--- src/rtl/pic_priority_isr.sv ---
// 8259A request/priority/in-service stage: IRR capture, rotating priority vs ISR, INT and two-pulse INTA handshake.
// Latency: INT registered one clock after IRR shows a winner; INT_VEC final in ACK2. No backpressure (CPU paces INTA).
module pic_priority_isr #(
  parameter logic [2:0]  SPURIOUS_LEVEL = 3'd7,
  parameter int unsigned ACK_TIMEOUT    = 255
) (
  input  logic       clk,
  input  logic       reset,
  input  logic       init,
  input  logic [7:0] IR,
  input  logic [7:0] IMR,
  input  logic       LTIM,
  input  logic       AEOI,
  input  logic [7:0] ocw2,
  input  logic       ocw2_wr,
  input  logic       INTA,
  output logic       INT,
  output logic [2:0] INT_VEC,
  output logic       vec_valid,
  output logic [7:0] IRR,
  output logic [7:0] ISR
);

  localparam int CNT_W = (ACK_TIMEOUT > 1) ? $clog2(ACK_TIMEOUT + 1) : 1;

  typedef enum logic [1:0] {S_IDLE, S_ACK1, S_ACK2} state_t;

  state_t             state_q, state_d;
  logic [CNT_W-1:0]   cnt_q, cnt_d;
  logic [7:0]         irr_q, irr_d;
  logic [7:0]         isr_q, isr_d;
  logic [7:0]         ir_q;
  logic               inta_q;
  logic [2:0]         lowest_q, lowest_d;
  logic               rot_aeoi_q, rot_aeoi_d;
  logic               int_q, int_d;
  logic [2:0]         vec_q, vec_d;
  logic               spur_q, spur_d;

  logic [7:0] req_m;
  logic [2:0] idx;
  logic       req_found, isr_found;
  logic [2:0] req_k, isr_k;
  logic       winner_vld;
  logic [2:0] win_lvl, isr_top;
  logic       fall;
  logic [7:0] ack_set, aeoi_clr, eoi_clr;
  logic       aeoi_rot, vv;
  logic       ptr_wr;
  logic [2:0] ptr_val;

  // Scan in priority order; k is the rank relative to (lowest + 1), smallest rank wins.
  always_comb begin
    req_m     = irr_q & ~IMR;
    idx       = '0;
    req_found = 1'b0;
    req_k     = '0;
    isr_found = 1'b0;
    isr_k     = '0;
    for (int k = 7; k >= 0; k--) begin
      idx = lowest_q + 3'd1 + 3'(k);
      if (req_m[idx]) begin
        req_found = 1'b1;
        req_k     = 3'(k);
      end
      if (isr_q[idx]) begin
        isr_found = 1'b1;
        isr_k     = 3'(k);
      end
    end
  end

  assign winner_vld = req_found & (~isr_found | (req_k < isr_k));
  assign win_lvl    = lowest_q + 3'd1 + req_k;
  assign isr_top    = lowest_q + 3'd1 + isr_k;
  assign fall       = ~INTA & inta_q;

  always_comb begin
    state_d  = state_q;
    cnt_d    = cnt_q;
    vec_d    = vec_q;
    spur_d   = spur_q;
    ack_set  = '0;
    aeoi_clr = '0;
    aeoi_rot = 1'b0;
    vv       = 1'b0;
    case (state_q)
      S_IDLE: begin
        if (fall) begin
          state_d = S_ACK1;
          cnt_d   = '0;
          if (winner_vld) begin
            ack_set = 8'b1 << win_lvl;
            vec_d   = win_lvl;
            spur_d  = 1'b0;
          end else begin
            vec_d  = SPURIOUS_LEVEL;
            spur_d = 1'b1;
          end
        end
      end
      S_ACK1: begin
        if (fall) begin
          state_d = S_ACK2;
        end else begin
          cnt_d = cnt_q + CNT_W'(1);
          if (ACK_TIMEOUT != 0 && cnt_d == CNT_W'(ACK_TIMEOUT)) state_d = S_IDLE;
        end
      end
      S_ACK2: begin
        vv      = 1'b1;
        state_d = S_IDLE;
        // A spurious acknowledge never owned an ISR bit, so AEOI must not touch one.
        if (AEOI && !spur_q) begin
          aeoi_clr = 8'b1 << vec_q;
          aeoi_rot = rot_aeoi_q;
        end
      end
      default: state_d = S_IDLE;
    endcase
  end

  always_comb begin
    eoi_clr    = '0;
    ptr_wr     = 1'b0;
    ptr_val    = lowest_q;
    rot_aeoi_d = rot_aeoi_q;
    if (ocw2_wr) begin
      case (ocw2[7:5])
        3'b001: if (isr_found) eoi_clr = 8'b1 << isr_top;
        3'b011: eoi_clr = 8'b1 << ocw2[2:0];
        3'b101: begin
          if (isr_found) begin
            eoi_clr = 8'b1 << isr_top;
            ptr_wr  = 1'b1;
            ptr_val = isr_top;
          end
        end
        3'b111: begin
          eoi_clr = 8'b1 << ocw2[2:0];
          ptr_wr  = 1'b1;
          ptr_val = ocw2[2:0];
        end
        3'b110: begin
          ptr_wr  = 1'b1;
          ptr_val = ocw2[2:0];
        end
        3'b100: rot_aeoi_d = 1'b1;
        3'b000: rot_aeoi_d = 1'b0;
        default: ;
      endcase
    end
  end

  always_comb begin
    lowest_d = ptr_wr ? ptr_val : (aeoi_rot ? vec_q : lowest_q);
    isr_d    = (isr_q & ~(eoi_clr | aeoi_clr)) | ack_set;
    // A fresh rise in the grant cycle re-arms the bit; a held-high line does not.
    irr_d    = LTIM ? (IR & ~ack_set) : (IR & ((IR & ~ir_q) | (irr_q & ~ack_set)));
    int_d    = (state_d == S_IDLE) & winner_vld;
  end

  always_ff @(posedge clk) begin
    if (reset || init) begin
      state_q    <= S_IDLE;
      cnt_q      <= '0;
      irr_q      <= '0;
      isr_q      <= '0;
      ir_q       <= '0;
      inta_q     <= 1'b1;
      lowest_q   <= 3'd7;
      rot_aeoi_q <= 1'b0;
      int_q      <= 1'b0;
      vec_q      <= '0;
      spur_q     <= 1'b0;
    end else begin
      state_q    <= state_d;
      cnt_q      <= cnt_d;
      irr_q      <= irr_d;
      isr_q      <= isr_d;
      ir_q       <= IR;
      inta_q     <= INTA;
      lowest_q   <= lowest_d;
      rot_aeoi_q <= rot_aeoi_d;
      int_q      <= int_d;
      vec_q      <= vec_d;
      spur_q     <= spur_d;
    end
  end

  assign INT       = int_q;
  assign INT_VEC   = vec_q;
  assign vec_valid = vv & ~(reset | init);
  assign IRR       = irr_q;
  assign ISR       = isr_q;

endmodule

--- config.mk ---
export PLATFORM = sky130hd
export DESIGN_NAME = pic_priority_isr
export DESIGN_NICKNAME = d
export VERILOG_FILES = /design/src/rtl/pic_priority_isr.sv
export SDC_FILE = /design/constraint.sdc
export NUM_CORES = 1
export LEC_CHECK = 0
export BUFFER_PORTS_ARGS = -buffer_cell sky130_fd_sc_hd__buf_4
export CAP_MARGIN = 10
export CORE_ASPECT_RATIO = 0.6
export CORE_MARGIN = 1.5
export CORE_UTILIZATION = 63
export CTS_CLUSTER_DIAMETER = 60
export DETAILED_ROUTE_END_ITERATION = 16
export GPL_TIMING_DRIVEN = 1
export HOLD_SLACK_MARGIN = 0.06
export PLACE_DENSITY_LB_ADDON = 0.3
export REMOVE_ABC_BUFFERS = 1
export SLEW_MARGIN = 40
export SYNTH_ARGS = -nofsm -noshare
export SYNTH_HDL_FRONTEND = slang
export SYNTH_SLANG_ARGS = --single-unit
--- constraint.sdc ---
create_clock -name clk -period 7.08 [get_ports clk]
set_input_delay 0.354 -clock clk [delete_from_list [all_inputs] [get_ports clk]]
set_output_delay 0.354 -clock clk [all_outputs]
set_load 0.01 [all_outputs]
# Word level (Yosys, flattened, before mapping)
# Index checks and enable logic that the tools add are counted.
# word_totals
regBits,44
input_bits,31
output_inout_bits,21
elab_cells,181
# op_classes
addsub,11
magnitude_cmp,9
n_eq_ne,14
shift,4
muxes,94
n_bitwise,22
reduce_logical,16
# op_table
cell,n
8-bit 2-to-1 mux,10
3-bit 2-to-1 mux,21
8-bit bitwise AND,6
1-bit binary-select mux with 3-bit select,16
1-bit 2-to-1 mux,38
"3-bit by 4-bit less-than comparator with 1-bit output, second input constant",8
8-bit NOT,4
8-bit one-hot mux with 2 select lines,2
"1-bit by 3-bit left shift with 8-bit output, first input constant",4
8-bit OR,3
"3-bit adder, second input constant",4
"3-bit == test, second input constant",4
"8-bit by 1-bit adder with 8-bit output, second input constant",1
"8-bit == test, second input constant",1
"3-bit by 1-bit adder with 3-bit output, second input constant",2
"3-bit by 2-bit adder with 3-bit output, second input constant",2
3-bit adder,2
2-bit 2-to-1 mux,3
"2-bit inequality test, second input constant",3
3-bit one-hot mux with 2 select lines,1
2-bit nonzero test,3
2-bit OR reduction,3
1-bit bitwise AND,4
2-bit logical NOT,2
18 further kinds,23

# Longest topological paths before layout
# Gate-level depths: netlist of run 1.
# logic_depth
depth_word,23
mapped_depth,19
ltp_nobuf,15

# Worst setup path after synthesis of run 1
# No wires, ideal clock.
# synth_timing
path_kind,flip-flop to flip-flop
from,reg lowest_q[0]
to,reg isr_q[0] (netlist: ISR[0])
setup_ns,0.092
arrival_time_ns,3.861
required_ns,6.988
setup_slack_ns,3.127
path_stages_with_launch,16
n_path_buf,2
synth_period_minus_slack_ns,3.953
path_cell_list,dfxtp_1 buf_6 inv_2 ha_1 buf_6 and4b_1 nor4_1 mux2i_1 a211oi_1 o32ai_2 ha_1 fa_1 xnor2_1 mux2i_1 nand2_2 o32ai_1
# synth_via
elab_chain_len,21
word_cells_on_any_way,90
cone_classes,add/sub: 10; order compare: 1; shift: 2; mux: 70; bitwise: 7
# synth_lines
element,line_no,source
start: declaration,34,"logic [2:0] lowest_q, lowest_d;"
start signal: assignment,183,lowest_q <= lowest_d;
3-bit by 1-bit adder with 3-bit output (*),"61, 74, 75",
3-bit adder,61,idx = lowest_q + 3'd1 + 3'(k);
1-bit binary-select mux with 3-bit select,66,if (isr_q[idx]) begin
1-bit 2-to-1 mux (not written as such),66,
3-bit 2-to-1 mux (8 in series),66,
3-bit adder,75,assign isr_top = lowest_q + 3'd1 + isr_k;
1-bit by 3-bit left shift with 8-bit output,"130, 134",
8-bit 2-to-1 mux,"130, 133",
8-bit one-hot mux with 2 select lines,129,case (ocw2[7:5])
8-bit 2-to-1 mux,128,if (ocw2_wr) begin
8-bit OR,157,isr_d = (isr_q & ~(eoi_clr | aeoi_clr)) | ack_set;
8-bit NOT,157,
8-bit bitwise AND,157,
8-bit OR (*),157,
end signal: assignment,180,isr_q <= isr_d;
end: declaration,31,"logic [7:0] isr_q, isr_d;"
# Every way passes the cells marked *; elsewhere a longest branch is shown, timed or not. The select of a mux whose other input is x is not followed.
# A chain may end at the register's enable or synchronous reset.

# Worst setup path after layout of run 1
# layout_timing
from,reg lowest_q[0]
to,reg isr_q[1] (netlist: ISR[1])
# Same word-level chain as after synthesis.

==> run_results.csv, run 1 <==
group,metric,value,unit
synthesis,ys_ff_latch,44,
worst_setup_path,reg2reg_depth,13,
drt,drc_errors,0,
hold_path,hold_path_end,"inta_q$_SDFF_PP1_",
sta,hold-worst-slack,0.255,ns
worst_setup_path,critPathArrivalTime,5.26,ns
clocking,ctsHoldBuffers,0,
sta,hold_viol_final,0,
power_and_ir_drop,power_density,147,nW/um^2
synthesis,synth.area.top_cells,"dfxtp_1 24%, mux4_2 9.9%, mux2i_1 7.2%, nor2_1 5.4%, ha_1 2.8%",
drt,antenna_left,0,
drt,wirelength,9.52,mm
global_route,grt_pass1_vias,3036,
final_layout,n_antenna_cell,0,
worst_setup_path,worstSetupPathType,"reg -> reg",
synthesis,synth_cells,403,
clocking,clock_sinks,44,
global_route,grt_usage,31.2,%
clocking,cts_setup_buffers,0,
final_layout,final_util,72.8,%
power_and_ir_drop,fin_total_pwr,0.596,mW
global_route,overflow,0,
hold_path,worst_hold_path_type,"in -> reg",
synthesis,synth_edf_count,0,
clocking,clk_path_buf_depth,2,
power_and_ir_drop,p_leak,1.62,nW
flow_run,max-cap-violations,0,
worst_setup_path,r2r_end,"ISR[1]$_SDFF_PP0_",
synthesis,ys_types,69,
sta,final-max-slew-violation-count,0,
worst_setup_path,worstReg2RegStart,"lowest_q[0]$_SDFFE_PP1P_",
final_layout,syn_to_final_growth,12.0,%
worst_setup_path,endpoint_kind,"flip-flop",
synthesis,avgSynthCellArea,8.99,um^2
sta,tns,0,ns
sta,setup_viol,0,
worst_setup_path,path_cells,"buf_4 > ha_1 > xor2_2 > mux4_2 > mux2_2 > a211oi_1 > o32ai_2 > ha_1 > fa_1 > xnor2_1 > mux2i_1 > nand2_2 > o32ai_1",
synthesis,synthFlopType,"dfxtp_1",
sta,rsz0062_at_grt,"false",
floorplan,pin_count,52,
clocking,cts_resized,0,
synthesis,synth-seq-area-share,24.3,%
worst_setup_path,cp.required,7.28,ns
worst_setup_path,path_max_fanout,26,
floorplan,row_count,21,
sta,relSlewSlack,51.9,%
worst_setup_path,crit_top_cell,"ha_1",
global_route,grt_first_pass_wirelength,15.1,mm
worst_setup_path,path_depth,13,
final_layout,nNetsFinal,480,
drt,drtPass1Iterations,5,
worst_setup_path,r2r_slack,2.02,ns
worst_setup_path,slowest_delay,0.58,ns
synthesis,synth_area_leader_cell,"dfxtp_1",
synthesis,synth_area,3620,um^2
place,place.gp.congestion,0.877,
synthesis,yosysTopAreaCellShare,24.3,%
hold_path,hold_path_depth,2,
status,status,"complete, no violations",
final_layout,finalNonFillerCells,519,
floorplan,die_area,6230,um^2
synthesis,synth_warnings,0,
clocking,clk_latency,0.30,ns
worst_setup_path,cpLargestDelayFamily,"multiplexers",
hold_path,hp-start,"INTA",
global_route,grt_max_degree,27,
global_route,antenna_found_initial,0,
clocking,cts_buffers,5,
final_layout,layout-drive-gt1-share,22.3,%
place,dpl.hpwl,7.23,mm
clocking,htree_levels,2,
drt,drtIter0Drc,271,
synthesis,postSynth.asyncResetShare,0,%
floorplan,fp.dieH,61.7,um
clocking,cts_tree,"done",
drt,viasPerCell,6.62,
place,dp.cells,512,
place,io_buffers,49,
sta,fmax,198,MHz
sta,fin_crit,5.06,ns
drt,via_count,3437,
sta,fin_crit_sh,71.5,%
floorplan,start_util,65.0,%
clocking,root_buffer,"clkbuf_8",
worst_setup_path,cp_slowest_cell,"mux2i_1",
sta,tightest_slew,0.715,ns
worst_setup_path,startpoint_type,"flip-flop",
floorplan,die_w,101,um
clocking,clk_pin_slew,0.08,ns
floorplan,core,5570,um^2
drt,routedWlPerCell,18.3,um
power_and_ir_drop,irDropWorstVdd,0.000109,V
worst_setup_path,path_buf_inv,1,
sta,fin_skew,0.00849,ns
## registers in the layout, summed over array words and instances, names as in the netlist
signal,cells
IRR,8
ISR,8
cnt_q,8
ir_q,8
INT_VEC,3
lowest_q,3
state_q,2
INT,1
inta_q,1
rot_aeoi_q,1
spur_q,1
## cells in the final DEF, fill, tap and decap left out, types with 4 or more instances in the layout
cell	count
a21oi_1	15
a31oi_1	10
and2_1	10
and3_1	6
buf_4	52
clkbuf_8	5
dfxtp_1	44
ha_1	8
inv_1	6
mux2_2	5
mux2i_1	26
mux4_2	16
nand2_1	22
nand2b_1	13
nand3_1	13
nand3b_1	4
nand4_1	7
nor2_1	52
nor2b_1	5
nor3_1	9
o21ai_0	13
o21ai_1	4
o311a_1	4
o31ai_1	10
or3_1	4
xnor2_1	8
## layout make-up
cell class / count / area [um^2]
inverters: 8 / 30.0
clock buffers: 5 / 68.8
fillers: 457 / 1520
well taps: 80 / 100
flip-flops and latches: 44 / 881
multi-input cells: 328 / 2570
repair buffers: 52 / 390
clock inverters: 2 / 12.5
## power by group
| part | internal (mW) | switching (mW) |
|---|---|---|
| clock | 0.0669 | 0.0857 |
| sequential | 0.255 | 0.0105 |
| combinational | 0.0748 | 0.103 |
| total | 0.396 | 0.199 |
## per-layer routing
metal / track usage (%) / up-vias / wire (um)
li1: - / 1599 / -
met1: 46.2 / 1619 / 4410
met2: 49.4 / 201 / 4060
met3: 5.59 / 18 / 975
met4: 4.56 / 0 / 76
met5: 0 / - / 0
## logic make-up after synthesis
group	share of synthesized area (%)
flops	24.3
compound gates	17.3
fa+ha+maj	3.87
buf+inv	4.66
xor+xnor	3.49
mux	19.8
simple gates	26.6
## per-stage QoR
stage / setup slack (ns) / area [um^2]
after floorplan: 2.04 / 3480
after global placement: 2.37 / 3970
after detailed placement: 2.09 / 3970
after CTS: 2.09 / 4060
after global routing: 1.74 / 4060
final: 2.02 / 4060
## how the worst max path moves through the flow
stage,start,to,slack (ns)
2_1_floorplan,lowest_q[0]$_SDFFE_PP1P_,INT$_SDFF_PP0_,2.04
3_3_place_gp,lowest_q[0]$_SDFFE_PP1P_,ISR[1]$_SDFF_PP0_,2.37
3_5_place_dp,lowest_q[0]$_SDFFE_PP1P_,ISR[1]$_SDFF_PP0_,2.09
4_1_cts,lowest_q[0]$_SDFFE_PP1P_,ISR[1]$_SDFF_PP0_,2.09
5_1_grt,lowest_q[0]$_SDFFE_PP1P_,ISR[1]$_SDFF_PP0_,1.74
6_report,lowest_q[0]$_SDFFE_PP1P_,ISR[1]$_SDFF_PP0_,2.02
## Yosys cell counts (all sizes together), types with 3 or more instances
master and number:
or2 3, dfxtp 44, nor2 52, o311a 4
xor2 3, o32ai 4, nand2 23, nand4 7
and4 3, mux2 6, nand3 14, o31ai 10
and2 10, and3 6, o21a 3, nor4b 3
xnor2 8, mux2i 26, nor2b 5, buf 9
nand4b 3, nand2b 13, nor4bb 3, o211ai 3
clkbuf 14, ha 8, nor3 9, nor4 4
a21oi 15, inv 8, mux4 17, a31oi 10
or3 4, nand3b 4, o21ai 17
Note: power is estimated with default switching activity, not from simulation.
==> run 2, diff against run 1 <==
--- a/config.mk
+++ b/config.mk
@@ -9,7 +9,7 @@
 export CAP_MARGIN = 10
 export CORE_ASPECT_RATIO = 0.6
 export CORE_MARGIN = 1.5
-export CORE_UTILIZATION = 63
+export CORE_UTILIZATION = 53
 export CTS_CLUSTER_DIAMETER = 60
 export DETAILED_ROUTE_END_ITERATION = 16
 export GPL_TIMING_DRIVEN = 1
==> constraint.sdc (replaced) <==
create_clock -name clk -period 4.6 [get_ports clk]
set_input_delay 0.23 -clock clk [delete_from_list [all_inputs] [get_ports clk]]
set_output_delay 0.23 -clock clk [all_outputs]
set_load 0.01 [all_outputs]
==> run 2 against run 1 <==
- design area grew 4.3%
- global-route usage shrank 2.9 points
- flip-flop and latch count stayed put
==> run_results.csv, run 2 (synthesis gave the netlist of run 1 again) <==
group,metric,value,unit
drt,drtPass1Iterations,5,
clocking,clk_pin_slew,0.06,ns
hold_path,worst_hold_path_type,"in -> reg",
power_and_ir_drop,combinationalPowerShare,26.1,%
clocking,htree_levels,2,
power_and_ir_drop,swShare,29.8,%
final_layout,syn_to_final_growth,16.8,%
sta,rsz0062_at_grt,"false",
clocking,ctsHoldBuffers,0,
final_layout,finalInstanceArea,4230,um^2
clocking,clk_latency,0.29,ns
floorplan,start_util,54.5,%
drt,drtIter0Drc,287,
global_route,grt_usage,28.3,%
clocking,clock_sinks,44,
sta,fin_crit_sh,93.6,%
drt,via_count,3490,
final_layout,fillers,555,
global_route,overflow,0,
place,dpl.hpwl,7.48,mm
power_and_ir_drop,seqPwrFrac,37.0,%
hold_path,hp-start,"INTA",
sta,tightest_slew,0.640,ns
power_and_ir_drop,p_leak,1.70,nW
drt,drc_errors,0,
final_layout,final_cell_mix,"60 x buf_4, 52 x nor2_1, 44 x dfxtp_1",
place,dpl_cell_area,4040,um^2
drt,routedWlPerCell,18.1,um
clocking,cts_tree,"done",
worst_setup_path,endpoint_kind,"flip-flop",
sta,final-max-slew-violation-count,0,
drt,antenna_left,0,
power_and_ir_drop,fin_total_pwr,1.11,mW
floorplan,fp.dieH,67.0,um
global_route,grt_pass1_vias,3191,
flow_run,max-cap-violations,0,
sta,fin_crit,4.30,ns
global_route,grt_max_degree,27,
sta,setup_slack,0.296,ns
power_and_ir_drop,p_switching,0.329,mW
power_and_ir_drop,p_int,0.776,mW
global_route,grt_first_pass_wirelength,16.1,mm
status,status,"complete, no violations",
floorplan,core,6650,um^2
sta,fmax,232,MHz
final_layout,layout-drive-gt1-share,24.3,%
worst_setup_path,cp-startpoint,"lowest_q[0]$_SDFFE_PP1P_",
clocking,cts_setup_buffers,0,
worst_setup_path,worstReg2RegStart,"lowest_q[0]$_SDFFE_PP1P_",
drt,viasPerCell,6.52,
final_layout,n_antenna_cell,0,
clocking,root_buffer,"clkbuf_16",
place,place_ws,0.242,ns
sta,hold_viol_final,0,
worst_setup_path,path_max_fanout,26,
worst_setup_path,critPathArrivalTime,4.49,ns
floorplan,pin_count,52,
clocking,clk_path_buf_depth,2,
worst_setup_path,startpoint_type,"flip-flop",
power_and_ir_drop,power_density,261,nW/um^2
floorplan,die_area,7360,um^2
floorplan,row_count,23,
sta,relSlewSlack,57.0,%
power_and_ir_drop,irDropWorstVdd,0.000200,V
place,place.gp.congestion,0.960,
sta,fin_skew,0.00637,ns
place,io_buffers,49,
clocking,cts_buffers,5,
drt,wirelength,9.69,mm
sta,setup_viol,0,
final_layout,nNetsFinal,488,
final_layout,final_common_cell,"buf_4",
final_layout,final_util,63.6,%
power_and_ir_drop,p_clk_share,36.9,%
worst_setup_path,cp.required,4.79,ns
global_route,antenna_found_initial,0,
floorplan,die_w,110,um
worst_setup_path,worstSetupPathType,"reg -> reg",
## run 2: cell count changes in the layout (fill, tap and decap cells not counted), sizes merged
cell	before	now
buf	52	60
clkinv	1	0
bufinv	0	1
inv	8	9
## run 2: worst paths after layout
path,endpoint,cells after the start,slack (ns)
hold / removal,inta_q$_SDFF_PP1_,2,0.13
setup / recovery,ISR[0]$_SDFF_PP0_,14,0.30
hold reg to reg,cnt_q[7]$_SDFFE_PP0P_,1,0.51
setup reg to reg,ISR[0]$_SDFF_PP0_,14,0.30
## run 2: power by group through the flow
stage | Combinational [mW] | Clock (mW) | Sequential, mW
floorplan | 0.184 | 0 | 0.415
global placement | 0.273 | 0 | 0.416
detailed placement | 0.282 | 0 | 0.416
CTS | 0.283 | 0.415 | 0.408
global route | 0.311 | 0.434 | 0.410
finish | 0.288 | 0.408 | 0.409
## run 2: cell type report
type / count / area [um^2] / share of cell area [%]
clock buffer: 5 / 125 / 2.96
sequential: 44 / 881 / 20.8
clock inverter: 3 / 46.3 / 1.09
tap: 87 / 109 / 2.57
inverter: 8 / 30.0 / 0.710
multi-input combinational: 328 / 2590 / 61.2
timing repair buffer: 60 / 450 / 10.7
## run 2: what timing repair did
action	CTS	global route
endpoints found under the setup margin	0	12
endpoints found under the hold margin	0	0
gates resized for setup	0	3
## run 2: through the flow
step,TNS [ns],std cells,hold WS (ns)
finish,0,535,0.133
global route,0,535,0.136
CTS,0,535,0.133
detailed placement,0,527,0.430
global placement,0,527,0.426
floorplan,-7.09,380,0.329
## run 2: critical path: stages, from the launching register on
cell and delay, ns:
dfxtp_1 0.35, buf_4 0.33, ha_2 0.40, xor2_2 0.29, mux4_2 0.38, mux2_2 0.28, a211oi_1 0.26, o32ai_2 0.17
ha_1 0.22, fa_1 0.39, xnor2_1 0.29, mux2i_1 0.26, buf_4 0.19, nand2_2 0.10, o32ai_1 0.30
## run 2: routing by layer
layer	wire length, um	part of all wire, %	vias up	GRT usage (%)
li1	-	-	1624	-
met2	4060	42	173	41.1
met4	69	0.71	0	4.87
met1	4730	49	1685	43.2
met3	834	8.6	8	5.58
met5	0	0	-	0
